## config.mk

```make
export PLATFORM = sky130hd
export DESIGN_NAME = jtag_host
export DESIGN_NICKNAME = d
export VERILOG_FILES = /design/src/rtl/jtag_host.sv
export SDC_FILE = /design/constraint.sdc
export NUM_CORES = 1
export LEC_CHECK = 0
export ABC_CLOCK_PERIOD_IN_PS = 4100
export BUFFER_PORTS_ARGS = -buffer_cell sky130_fd_sc_hd__buf_2
export CAP_MARGIN = 0
export CORE_ASPECT_RATIO = 1.1
export CORE_MARGIN = 8
export CORE_UTILIZATION = 60
export DETAILED_ROUTE_END_ITERATION = 10
export PLACE_DENSITY = 0.88
export SYNTH_ARGS = -nofsm -noshare
export SYNTH_HDL_FRONTEND = slang
export SYNTH_SLANG_ARGS = --single-unit
```

## constraint.sdc

```tcl
create_clock -name clk -period 4.1 [get_ports clk]
set_clock_uncertainty 0.1 [all_clocks]
set_input_delay 1.23 -clock clk [delete_from_list [all_inputs] [get_ports clk]]
set_output_delay 1.23 -clock clk [all_outputs]
set_load 0.03 [all_outputs]
```

## src/rtl/jtag_host.sv

```systemverilog
// jtag_host: clk-domain JTAG initiator. Walks the TAP from Run-Test/Idle
// through a single IR or DR scan (or a TRST + TMS reset sequence), drives
// TCK/TMS/TDI/TRST_N, samples TDO, and returns the captured bits as a
// one-cycle response. The TAP is always parked in Run-Test/Idle between
// commands.
module jtag_host #(
   parameter int CLK_DIV = 2,
   parameter int MAX_LEN = 32
) (
   input  logic               clk,
   input  logic               rst_n,
   input  logic               cmd_valid,
   output logic               cmd_ready,
   input  logic [1:0]         cmd_op,
   input  logic [5:0]         cmd_len,
   input  logic [MAX_LEN-1:0] cmd_data,
   output logic               rsp_valid,
   output logic [MAX_LEN-1:0] rsp_data,
   output logic               tck,
   output logic               tms,
   output logic               tdi,
   output logic               trst_n,
   input  logic               tdo
);

   localparam int                DIV_W      = (CLK_DIV > 1) ? $clog2(CLK_DIV) : 1;
   localparam logic [DIV_W-1:0]  DIV_LAST   = DIV_W'(CLK_DIV - 1);
   localparam logic [5:0]        LEN_MAX    = 6'(MAX_LEN);
   localparam logic [5:0]        LEN_MAX_M1 = 6'(MAX_LEN - 1);
   localparam logic [5:0]        RST_LAST   = 6'd6;

   typedef enum logic [2:0] {
      RST_SEQ,
      IDLE,
      PRE,
      SHIFT,
      POST,
      DONE
   } state_t;

   state_t               state_q, state_d;
   logic [5:0]           bit_q, bit_d;
   logic [DIV_W-1:0]     div_q;
   logic                 high_q;
   logic                 tms_d, tdi_d, trst_d;
   logic                 is_ir_q, from_cmd_q;
   logic [5:0]           len_m1_q;
   logic [MAX_LEN-1:0]   data_q;
   logic [MAX_LEN-1:0]   mask_q;
   logic                 running;
   logic                 phase_end, rise, bit_end;
   logic                 accept, sample, shift_adv;

   // Effective scan length minus one: 0 behaves as 1, anything above
   // MAX_LEN behaves as MAX_LEN.
   function automatic logic [5:0] eff_len_m1(input logic [5:0] len);
      if (len == 6'd0)
         return 6'd0;
      else if (len > LEN_MAX)
         return LEN_MAX_M1;
      else
         return len - 6'd1;
   endfunction

   assign running   = (state_q == RST_SEQ) || (state_q == PRE) ||
                      (state_q == SHIFT)   || (state_q == POST);
   assign phase_end = (div_q == DIV_LAST);
   assign rise      = phase_end && !high_q;
   assign bit_end   = phase_end && high_q;
   assign cmd_ready = (state_q == IDLE);
   assign rsp_valid = (state_q == DONE);

   // State, bit index and JTAG pin registers.
   always_ff @(posedge clk or negedge rst_n) begin
      if (!rst_n) begin
         state_q <= RST_SEQ;
         bit_q   <= '0;
         tms     <= 1'b1;
         tdi     <= 1'b0;
         trst_n  <= 1'b0;
      end else begin
         state_q <= state_d;
         bit_q   <= bit_d;
         tms     <= tms_d;
         tdi     <= tdi_d;
         trst_n  <= trst_d;
      end
   end

   // Next state, next bit index and the TMS/TDI/TRST values for the next
   // bit period; pins only change at the start of a low phase.
   always_comb begin
      state_d   = state_q;
      bit_d     = bit_q;
      tms_d     = tms;
      tdi_d     = tdi;
      trst_d    = trst_n;
      accept    = 1'b0;
      sample    = 1'b0;
      shift_adv = 1'b0;
      case (state_q)
         IDLE: begin
            tms_d = 1'b0;
            tdi_d = 1'b0;
            if (cmd_valid) begin
               accept = 1'b1;
               bit_d  = '0;
               tms_d  = 1'b1;
               if (cmd_op[1]) begin
                  state_d = RST_SEQ;
                  trst_d  = 1'b0;
               end else begin
                  state_d = PRE;
               end
            end
         end
         RST_SEQ: begin
            if (bit_end) begin
               trst_d = 1'b1;
               if (bit_q == RST_LAST) begin
                  state_d = from_cmd_q ? DONE : IDLE;
                  bit_d   = '0;
                  tms_d   = 1'b0;
               end else begin
                  bit_d = bit_q + 6'd1;
                  tms_d = (bit_q != RST_LAST - 6'd1);
               end
            end
         end
         PRE: begin
            if (bit_end) begin
               if (bit_q == (is_ir_q ? 6'd3 : 6'd2)) begin
                  state_d = SHIFT;
                  bit_d   = '0;
                  tms_d   = (len_m1_q == 6'd0);
                  tdi_d   = data_q[0];
               end else begin
                  bit_d = bit_q + 6'd1;
                  tms_d = is_ir_q && (bit_q == 6'd0);
               end
            end
         end
         SHIFT: begin
            sample = rise;
            if (bit_end) begin
               if (bit_q == len_m1_q) begin
                  state_d = POST;
                  bit_d   = '0;
                  tms_d   = 1'b1;
                  tdi_d   = 1'b0;
               end else begin
                  shift_adv = 1'b1;
                  bit_d     = bit_q + 6'd1;
                  tms_d     = ((bit_q + 6'd1) == len_m1_q);
                  tdi_d     = data_q[1];
               end
            end
         end
         POST: begin
            if (bit_end) begin
               tms_d = 1'b0;
               if (bit_q == 6'd1) begin
                  state_d = DONE;
                  bit_d   = '0;
               end else begin
                  bit_d = 6'd1;
               end
            end
         end
         DONE: begin
            state_d = IDLE;
         end
         default: begin
            state_d = RST_SEQ;
         end
      endcase
   end

   // TCK generator: CLK_DIV low cycles then CLK_DIV high cycles per bit;
   // the first reset-sequence bit holds TCK low while TRST is asserted.
   always_ff @(posedge clk or negedge rst_n) begin
      if (!rst_n) begin
         div_q  <= '0;
         high_q <= 1'b0;
         tck    <= 1'b0;
      end else if (running) begin
         if (phase_end) begin
            div_q  <= '0;
            high_q <= !high_q;
            tck    <= !high_q && !((state_q == RST_SEQ) && (bit_q == 6'd0));
         end else begin
            div_q <= div_q + DIV_W'(1);
         end
      end else begin
         div_q  <= '0;
         high_q <= 1'b0;
         tck    <= 1'b0;
      end
   end

   // Command capture, TDI source shifting and TDO capture into rsp_data.
   always_ff @(posedge clk or negedge rst_n) begin
      if (!rst_n) begin
         is_ir_q    <= 1'b0;
         from_cmd_q <= 1'b0;
         len_m1_q   <= '0;
         data_q     <= '0;
         mask_q     <= '0;
         rsp_data   <= '0;
      end else begin
         if (accept) begin
            is_ir_q    <= cmd_op[0];
            from_cmd_q <= cmd_op[1];
            len_m1_q   <= eff_len_m1(cmd_len);
            data_q     <= cmd_data;
            mask_q     <= MAX_LEN'(1);
            rsp_data   <= '0;
         end else begin
            if (sample && tdo)
               rsp_data <= rsp_data | mask_q;
            if (shift_adv) begin
               data_q <= data_q >> 1;
               mask_q <= mask_q << 1;
            end
         end
      end
   end

endmodule
```

==> metrics.txt, run 1 <==
largest net degree at the start of global routing 82; Syn. warnings 0; post-synthesis net count 673; max cap viols 0; Req. time, crit path 2.77 ns; P&R area growth vs syn 19.5%; final worst path period share 0.774; vias 4,844; drc violations 0; H-tree Lvls 4; Initial Util 0.620; clock-pin slew on the worst setup and hold paths 0.06 ns; outcome completed; Tmin final 3.17 ns; critical-path cell list nand2b_1 -> nor2_1 -> buf_2; drt wl/cell 17.4 um; nets 740; GRT Overall Usage 0.240; PortBufs 81; initial antenna violation count 0; Rows 36; core area 8920 um2; Initial DRC Count 447; CTS tree yes; Seq/Total Area, Yosys 0.539; Worst slew margin 0.397; Cells after Synth 623; Worst Slack Setup Final 0.926 ns; RSZ-0062 raised after global routing false; fmax 315 MHz; most frequent cells in the layout nand2_1, dfrtp_1, nor2_1, buf_2, a21oi_1; commonest non-fill, non-tap cell in the layout nand2_1; Clk Latency, worst-skew pair 0.52 ns; Sink Count 119; # placed instances 785; Die Area 12,500 um2; drt pass-1 iters 5; CTS buffer count 17; Die Ht 117 um; Vias/cell 5.93; Power, Total 0.00568 W; PostCTS Resize Cnt 0; Fin. Hold Viols 0; Crit path largest cell delay 0.54 ns; measured slew at the worst slew-check pin 0.902 ns; Place WS 1.28 ns; # setup viols final 0; final antenna-violating net count 0; CP startpoint kind flip-flop; total negative slack 0 ns; maximum clock insertion buffer count 2; Critical Path Sink Type primary output; crit path DAT 1.84 ns; synthesized area per cell 8.87 um2; placer congestion estimate 0.885; peak supply drop 0.000473 V; Yosys reg bits 119; I/O pin cnt 82; Async SR Flop Fraction 1.00; CP max FO 15; fraction of layout cells with a size suffix above 1 0.191; power per cell area 861 nW/um2; Post-CTS Setup Bufs 0; Unique masters post-synth 54; dpl hpwl 8780 um; Post-Syn Area 5530 um2; Post-Route WL 14,200 um; global-route wire length before repair 23,900 um; Pleak 3.19 nW; vias in the first global route 4,893; Post-CTS Hold Fix Bufs 0; CP max stage cell dfrtp_1; EDFF count, synth 0; Worst Hold Class flip-flop to flip-flop; global route total overflow 0; WS Path Type flip-flop to primary output; n_diodes 0; Finished Layout Cells 817; ys flop type dfrtp_1; final slew viol count 0; Die W 108 um; Root Buffer clkbuf_8
-- kinds of logic (layout without fill, tap and decap cells) --
| logic type | Yosys count | count (layout) | synth area share |
|---|---|---|---|
| flip-flops | 119 | 119 | 0.539 |
| adder cells (fa/ha/maj) | 10 | 10 | 0.0208 |
| multiplexers | 2 | 2 | 0.00362 |
| AO/OA/AOI/OAI | 147 | 147 | 0.158 |
| AND/OR/NAND/NOR | 280 | 280 | 0.211 |
| buffers and inverters | 50 | 130 | 0.0414 |
| XOR/XNOR | 15 | 15 | 0.0265 |
-- cells in the mapped netlist, types with 2 or more instances --
| cell | number | area share |
|---|---|---|
| nand2b_1 | 3 | 0.0034 |
| a32o_1 | 2 | 0.0036 |
| dfrtp_1 | 118 | 0.53 |
| o31a_1 | 2 | 0.0032 |
| nand3_1 | 3 | 0.0027 |
| maj3_1 | 4 | 0.0072 |
| mux2i_1 | 2 | 0.0036 |
| nor2b_1 | 2 | 0.0023 |
| nand4_1 | 5 | 0.0057 |
| a22oi_1 | 2 | 0.0027 |
| o21ai_0 | 16 | 0.014 |
| a31oi_1 | 33 | 0.037 |
| ha_1 | 6 | 0.014 |
| o22ai_1 | 5 | 0.0057 |
| and2_1 | 6 | 0.0068 |
| xnor2_1 | 11 | 0.017 |
| o31ai_1 | 2 | 0.0027 |
| inv_1 | 9 | 0.0061 |
| xnor2_2 | 2 | 0.0059 |
| clkbuf_1 | 14 | 0.0095 |
| nand3b_1 | 2 | 0.0027 |
| buf_2 | 18 | 0.016 |
| nor3_1 | 5 | 0.0045 |
| o221ai_1 | 2 | 0.0032 |
| xor2_1 | 2 | 0.0032 |
| buf_1 | 5 | 0.0034 |
| buf_6 | 2 | 0.0041 |
| a41oi_1 | 2 | 0.0032 |
| nor2_1 | 81 | 0.055 |
| nand2_1 | 163 | 0.11 |
| o211ai_1 | 3 | 0.0041 |
| a21oi_1 | 68 | 0.062 |
| nor4_2 | 2 | 0.0045 |
-- final timing paths --
path	from	slack [ns]	to	depth (start not counted)
max in group asynchronous	rst_n	2.50	tms$_DFFE_PN1P_	2
setup reg to reg	state_q[0]$_DFFE_PN0P_	1.21	data_q[15]$_DFFE_PN0P_	6
hold / removal	tdi$_DFFE_PN0P_	0.39	tdi$_DFFE_PN0P_	2
setup / recovery	state_q[1]$_DFFE_PN0P_	0.93	cmd_ready	3
hold reg to reg	tdi$_DFFE_PN0P_	0.39	tdi$_DFFE_PN0P_	2
min in group asynchronous	rst_n	0.56	data_q[15]$_DFFE_PN0P_	1
-- layer usage --
metal	global-route usage	part of all wire	up-vias
met5	0	0	-
met4	0.0981	0.025	0
met3	0.0668	0.063	37
met2	0.395	0.51	195
met1	0.290	0.41	2363
li1	-	-	2249
-- flip-flops by register name, indices dropped and copies added (netlist names), 3 cells and up --
name,flops
len_m1_q,6
state_q,3
bit_q,6
data_q,32
rsp_data,32
mask_q,32
-- per-stage QoR --
step / hold WS, ns / util / instance area, um2
5_1_grt: 0.412 / 0.740 / 6600
6_report: 0.386 / 0.740 / 6600
3_3_place_gp: 0.370 / 0.671 / 5990
4_1_cts: 0.391 / 0.740 / 6600
3_5_place_dp: 0.374 / 0.671 / 5990
2_1_floorplan: 0.346 / - / 5530
-- area by class of cell --
| cell class | instances | area [um2] |
|---|---|---|
| Sequential cell | 119 | 2980 |
| Multi-Input combinational cell | 454 | 2340 |
| Inverter | 10 | 37.5 |
| Fill cell | 616 | 2310 |
| Clock buffer | 18 | 428 |
| Tap cell | 114 | 143 |
| Clock inverter | 14 | 188 |
| Timing Repair Buffer | 88 | 485 |
-- critical path: cells and delay by family, from the launching register on --
family / cells / cell delay [ns]
flops: 1 / 0.54
buf+inv: 1 / 0.24
simple gates: 2 / 0.53
-- power breakdown --
part	total [W]	leakage (nW)	switching (W)	internal, W
sequential	0.00213	1.53	0.000427	0.00170
clock	0.00155	0.299	0.000588	0.000960
combinational	0.00200	1.36	0.00133	0.000678
total	0.00568	3.19	0.00234	0.00334
No activity file was read; power rests on OpenSTA's default activity.
==> run 2, diff against run 1 <==
==> config.mk (replaced) <==
export PLATFORM = sky130hd
export DESIGN_NAME = jtag_host
export DESIGN_NICKNAME = d
export VERILOG_FILES = /design/src/rtl/jtag_host.sv
export SDC_FILE = /design/constraint.sdc
export NUM_CORES = 1
export LEC_CHECK = 0
export ABC_CLOCK_PERIOD_IN_PS = 3150
export BUFFER_PORTS_ARGS = -buffer_cell sky130_fd_sc_hd__buf_2
export CAP_MARGIN = 0
export CORE_ASPECT_RATIO = 1.1
export CORE_MARGIN = 8
export CORE_UTILIZATION = 57
export DETAILED_ROUTE_END_ITERATION = 10
export PLACE_DENSITY = 0.85
export SYNTH_ARGS = -nofsm -noshare
export SYNTH_HDL_FRONTEND = slang
export SYNTH_SLANG_ARGS = --single-unit
==> constraint.sdc (replaced) <==
create_clock -name clk -period 3.15 [get_ports clk]
set_clock_uncertainty 0.1 [all_clocks]
set_input_delay 0.945 -clock clk [delete_from_list [all_inputs] [get_ports clk]]
set_output_delay 0.945 -clock clk [all_outputs]
set_load 0.03 [all_outputs]
==> run 2 against run 1 <==
Critical path depth did not move. Sequential share of layout area fell by 0.14 points. Final cell count rose by 0.98%. Sequential cell count did not move. Hold slack got worse by 0.076 ns. Via count fell by 1.1%. Power rose by 28%. Clock power rose by 25%. Final area rose by 0.32%. Combinational power rose by 30%. Routed wire length fell by 4.5%. Die area rose by 4.5%.
==> metrics.txt, run 2 (same netlist as run 1, synthesis figures left out) <==
outcome completed; Sink Count 119 (unchanged); nets 745 (+0.68%); I/O pin cnt 82 (unchanged); Worst Slack Setup Final 0.301 ns (-0.625 ns); area occupied by multi-input gates 2340 um2 (unchanged); Worst Hold Class input port to asynchronous set/reset pin; final antenna-violating net count 0 (unchanged); Rows 37 (+2.8%); Crit path largest cell delay 0.55 ns (about the same); Place WS 0.551 ns (-0.726 ns); Pleak 3.21 nW (+0.54%); drt pass-1 iters 6 (+1); Die Ht 119 um (+2.2%); global route total overflow 0 (unchanged); Top Registers data_q x32, mask_q x32, rsp_data x32; Tmin final 2.85 ns; power per cell area 1100 nW/um2 (+28%); peak supply drop 0.000558 V (+18%); commonest non-fill, non-tap cell in the layout nand2_1; final slew viol count 0 (unchanged); CP max stage cell dfrtp_1; Root Buffer clkbuf_8; placer congestion estimate 0.912 (+3.0%); crit path DAT 1.80 ns (-0.04 ns); Critical Path Sink Type primary output; Req. time, crit path 2.10 ns (-0.67 ns); PortBufs 81 (unchanged); vias in the first global route 4,920 (+0.55%); H-tree Lvls 4 (unchanged); CTS buffer count 17 (unchanged); GRT Overall Usage 0.222 (-0.0171); Post-CTS Hold Fix Bufs 0 (unchanged); drc violations 0 (unchanged); placed cell area 6030 um2 (+0.69%); global-route wire length before repair 23,500 um (-1.9%); initial antenna violation count 0 (unchanged); RSZ-0062 raised after global routing false; WS Path Type flip-flop to primary output; final worst path period share 0.905; Worst slew margin 0.347 (-0.0503); largest net degree at the start of global routing 44 (-46%); CTS tree yes; CP startpoint kind flip-flop; Post-CTS Setup Bufs 0 (unchanged); most frequent cells in the layout nand2_1, dfrtp_1, nor2_1, buf_2, a21oi_1; maximum clock insertion buffer count 2 (unchanged); PostCTS Resize Cnt 0 (unchanged); total negative slack 0 ns (unchanged); Vias/cell 5.81 (-2.0%); vias 4,793 (-1.1%); CP max FO 15 (unchanged); clock-pin slew on the worst setup and hold paths 0.06 ns (about the same); # setup viols final 0 (unchanged); measured slew at the worst slew-check pin 0.969 ns (+0.0675 ns); fraction of layout cells with a size suffix above 1 0.194 (+0.00289); dpl hpwl 8910 um (+1.5%); n_diodes 0 (unchanged); Initial DRC Count 330 (-26%); Post-Route WL 13,600 um (-4.5%); fmax 351 MHz; number of fill cells 687 (+12%); critical-path cell list nand2b_1 -> nor2_1 -> buf_2; P&R area growth vs syn 19.9%; Fin. Hold Viols 0 (unchanged); Die Area 13,100 um2 (+4.5%); max cap viols 0 (unchanged); Seq. cell area 2980 um2 (unchanged); Die W 110 um (+2.2%); Worst R2R Path Depth 6 (unchanged); Initial Util 0.588 (-0.0316); drt wl/cell 16.5 um (-5.4%); Final Cell Area 6630 um2 (+0.32%); core area 9400 um2 (+5.4%); Clk Latency, worst-skew pair 0.52 ns (about the same)
-- run 2: worst paths after layout --
check | from | end | slack (ns)
max | state_q[1]$_DFFE_PN0P_ | cmd_ready | 0.30
max in group asynchronous | rst_n | rsp_data[21]$_DFFE_PN0P_ | 1.86
min | rst_n | data_q[12]$_DFFE_PN0P_ | 0.31
max reg2reg | state_q[0]$_DFFE_PN0P_ | data_q[4]$_DFFE_PN0P_ | 0.72
min reg2reg | from_cmd_q$_DFFE_PN0P_ | from_cmd_q$_DFFE_PN0P_ | 0.39
min in group clk | from_cmd_q$_DFFE_PN0P_ | from_cmd_q$_DFFE_PN0P_ | 0.39
-- run 2: critical path: cells and delay by family (launching register included) --
| kind | cells | cell delay, ns |
|---|---|---|
| flip-flops | 1 | 0.55 |
| AND/OR/NAND/NOR | 2 | 0.51 |
| buffers and inverters | 1 | 0.24 |
-- run 2: power breakdown --
part	internal, W	switching, W	leakage, nW	total, W
sequential	0.00222	0.000538	1.53	0.00276
combinational	0.000895	0.00170	1.39	0.00260
clock	0.00125	0.000693	0.289	0.00194
total	0.00436	0.00293	3.21	0.00730
-- run 2: per-layer routing --
layer  GRT usage  share of wire  vias to the layer above
li1            -              -                     2260
met2       0.343           0.50                      152
met4      0.0989          0.025                        0
met5           0              0                        -
met3      0.0680          0.056                       34
met1       0.280           0.42                     2347
-- run 2: area by class of cell --
cell class,count,share of cell area
clock buffer,21,0.0678
clock inverter,11,0.0221
multi-input combinational,454,0.354
sequential,119,0.450
tap,117,0.0221
inverter,10,0.00567
timing repair buffer,93,0.0789
-- run 2: through the flow --
| step | power (W) | util | instances | hold WS, ns |
|---|---|---|---|---|
| 6_report | 0.00730 | 0.705 | 825 | 0.310 |
| 2_1_floorplan | 0.00456 | - | 623 | 0.346 |
| 3_5_place_dp | 0.00534 | 0.642 | 793 | 0.371 |
| 4_1_cts | 0.00733 | 0.705 | 825 | 0.314 |
| 5_1_grt | 0.00776 | 0.705 | 825 | 0.337 |
| 3_3_place_gp | 0.00520 | 0.642 | 793 | 0.368 |
==> run 3, diff against run 2 <==
--- a/config.mk
+++ b/config.mk
@@ -9,9 +9,10 @@
 export BUFFER_PORTS_ARGS = -buffer_cell sky130_fd_sc_hd__buf_2
 export CAP_MARGIN = 0
 export CORE_ASPECT_RATIO = 1.1
-export CORE_MARGIN = 8
+export CORE_MARGIN = 5
 export CORE_UTILIZATION = 57
 export DETAILED_ROUTE_END_ITERATION = 10
+export GPL_TIMING_DRIVEN = 0
 export PLACE_DENSITY = 0.85
 export SYNTH_ARGS = -nofsm -noshare
 export SYNTH_HDL_FRONTEND = slang
==> run 3 against run 2 <==
The flow now finishes with violations (design-rule violations). Worst setup slack worse by 0.044 ns. Sequential cell count stayed put. Combinational power is 4% higher. Sequential share of layout area is 0.77 points lower. Sequential power is 2% lower. Maximum frequency is 1.5% lower. Register-to-register slack better by 0.05 ns. Hold slack better by 0.038 ns. Via count is 3.0% higher. Power is 2.4% higher. Final cell count is 3.5% higher. Critical endpoint is now rsp_valid. Largest power group unchanged. Highest routed layer unchanged.
==> metrics.txt, run 3 (same netlist as run 1, synthesis figures left out) <==
Post-CTS Setup Bufs 0 (unchanged); CP startpoint kind flip-flop; Rows 37 (unchanged); Root Buffer clkbuf_8; final core occ 0.717 (+0.0122); Post-Route WL 13,900 um (+2.5%); peak supply drop 0.000561 V (+0.48%); H-tree Lvls 4 (unchanged); Worst Hold Class input port to asynchronous set/reset pin; drt pass-1 iters 8 (+2); global route total overflow 0 (unchanged); vias 4,937 (+3.0%); WS Path Type flip-flop to primary output; drt wl/cell 16.3 um (-1.0%); Tmin final 2.89 ns (+0.0442 ns); Vias/cell 5.78 (-0.49%); most frequent cells in the layout nand2_1, dfrtp_1, buf_2, nor2_1, a21oi_1; Initial DRC Count 428 (+30%); PostCTS Resize Cnt 0 (unchanged); RR Startpoint state_q[0]$_DFFE_PN0P_; Die Area 11,800 um2 (-10%); Post-CTS Hold Fix Bufs 0 (unchanged); PortBufs 81 (unchanged); CTS tree yes; largest net degree at the start of global routing 73 (+66%); nets 774 (+3.9%); fraction of layout cells with a size suffix above 1 0.198 (+0.00460); outcome complete, but fails checks; initial antenna violation count 0 (unchanged); maximum clock insertion buffer count 2 (unchanged); RSZ-0062 raised after global routing false; Top Registers data_q x32, mask_q x32, rsp_data x32; placer congestion estimate 0.920 (+0.94%); failing checks design-rule violations; final slew viol count 0 (unchanged); power per cell area 1110 nW/um2 (+0.66%); final worst path period share 0.919 (+0.0140); n_diodes 0 (unchanged); vias in the first global route 4,965 (+0.91%); # setup viols final 0 (unchanged); drc violations 1 (+1); Clk Latency, worst-skew pair 0.51 ns (about the same); I/O pin cnt 82 (unchanged); Req. time, crit path 2.10 ns (about the same); Die Ht 113 um (-5.0%); final antenna-violating net count 0 (unchanged); GRT Overall Usage 0.247 (+0.0246); Fin. Hold Viols 0 (unchanged); Crit. Startpoint state_q[2]$_DFFE_PN0P_; core area 9400 um2 (unchanged); Pleak 3.28 nW (+2.2%); dpl hpwl 9520 um (+6.9%); Sink Count 119 (unchanged); Critical Path Sink Type primary output; Die W 104 um (-5.5%); P&R area growth vs syn 21.9%; CP max FO 10 (-5); Worst R2R Path Depth 6 (unchanged); global-route wire length before repair 23,900 um (+2.1%); clock-pin slew on the worst setup and hold paths 0.06 ns (about the same); crit path DAT 1.85 ns (+0.05 ns); measured slew at the worst slew-check pin 0.843 ns (-0.127 ns); CTS buffer count 17 (unchanged); number of fill cells 697 (+1.5%); Worst slew margin 0.432 (+0.0853); max cap viols 0 (unchanged); Power, Total 0.00747 W (+2.4%); fmax 346 MHz (-1.5%); commonest non-fill, non-tap cell in the layout nand2_1; Initial Util 0.588 (unchanged)
-- run 3: cell types whose count changed in the layout (fill, tap and decap cells not counted), sizes merged --
| cell | before | now |
|---|---|---|
| buf | 93 | 108 |
| bufinv | 3 | 4 |
| inv | 12 | 15 |
| clkinvlp | 2 | 1 |
| clkinv | 4 | 5 |
| clkbuf | 21 | 31 |
-- run 3: power breakdown --
| part | total (W) | internal, W | switching, W |
|---|---|---|---|
| Combinational | 0.00270 | 0.000926 | 0.00177 |
| Sequential | 0.00271 | 0.00222 | 0.000489 |
| Clock | 0.00206 | 0.00131 | 0.000757 |
| Total | 0.00747 | 0.00445 | 0.00302 |
-- run 3: layout make-up --
class	count	area (um2)	area share
Tap cell	117	146	0.0217
Sequential cell	119	2980	0.442
Clock buffer	17	414	0.0614
Clock inverter	15	216	0.0321
Timing Repair Buffer	82	435	0.0646
Multi-Input combinational cell	454	2320	0.344
Inverter	10	37.5	0.00557
Buffer	40	191	0.0284
-- run 3: critical path, stage by stage, from the launching register on --
cell,delay (ns)
dfrtp_1,0.40
clkbuf_1,0.35
inv_1,0.24
nor2_1,0.14
buf_2,0.20
-- run 3: per-stage QoR --
stage | TNS [ns] | worst slack [ns] | hold slack (ns) | instance area (um2) | instances
final | 0 | 0.256 | 0.348 | 6740 | 854
after detailed placement | 0 | 0.613 | 0.371 | 6110 | 822
after floorplan | 0 | 0.906 | 0.346 | 5530 | 623
after global routing | 0 | 0.130 | 0.396 | 6740 | 854
after CTS | 0 | 0.272 | 0.366 | 6740 | 854
after global placement | -35.31 | -0.309 | 0.369 | 6080 | 821
-- run 3: worst paths after layout --
kind	slack, ns	to
worst max-delay path	0.26	rsp_valid
worst min-delay path	0.35	data_q[10]$_DFFE_PN0P_
worst max register to register	0.77	rsp_data[1]$_DFFE_PN0P_
worst min register to register	0.38	from_cmd_q$_DFFE_PN0P_
max in group asynchronous	1.80	tms$_DFFE_PN1P_
min in group clk	0.38	from_cmd_q$_DFFE_PN0P_
-- run 3: layer usage --
layer  track usage  wire length, um  vias to the layer above
li1              -                -                     2317
met1         0.322             5820                     2423
met2         0.413             7000                      172
met3        0.0576              864                       25
met4        0.0751              251                        0
met5             0                0                        -
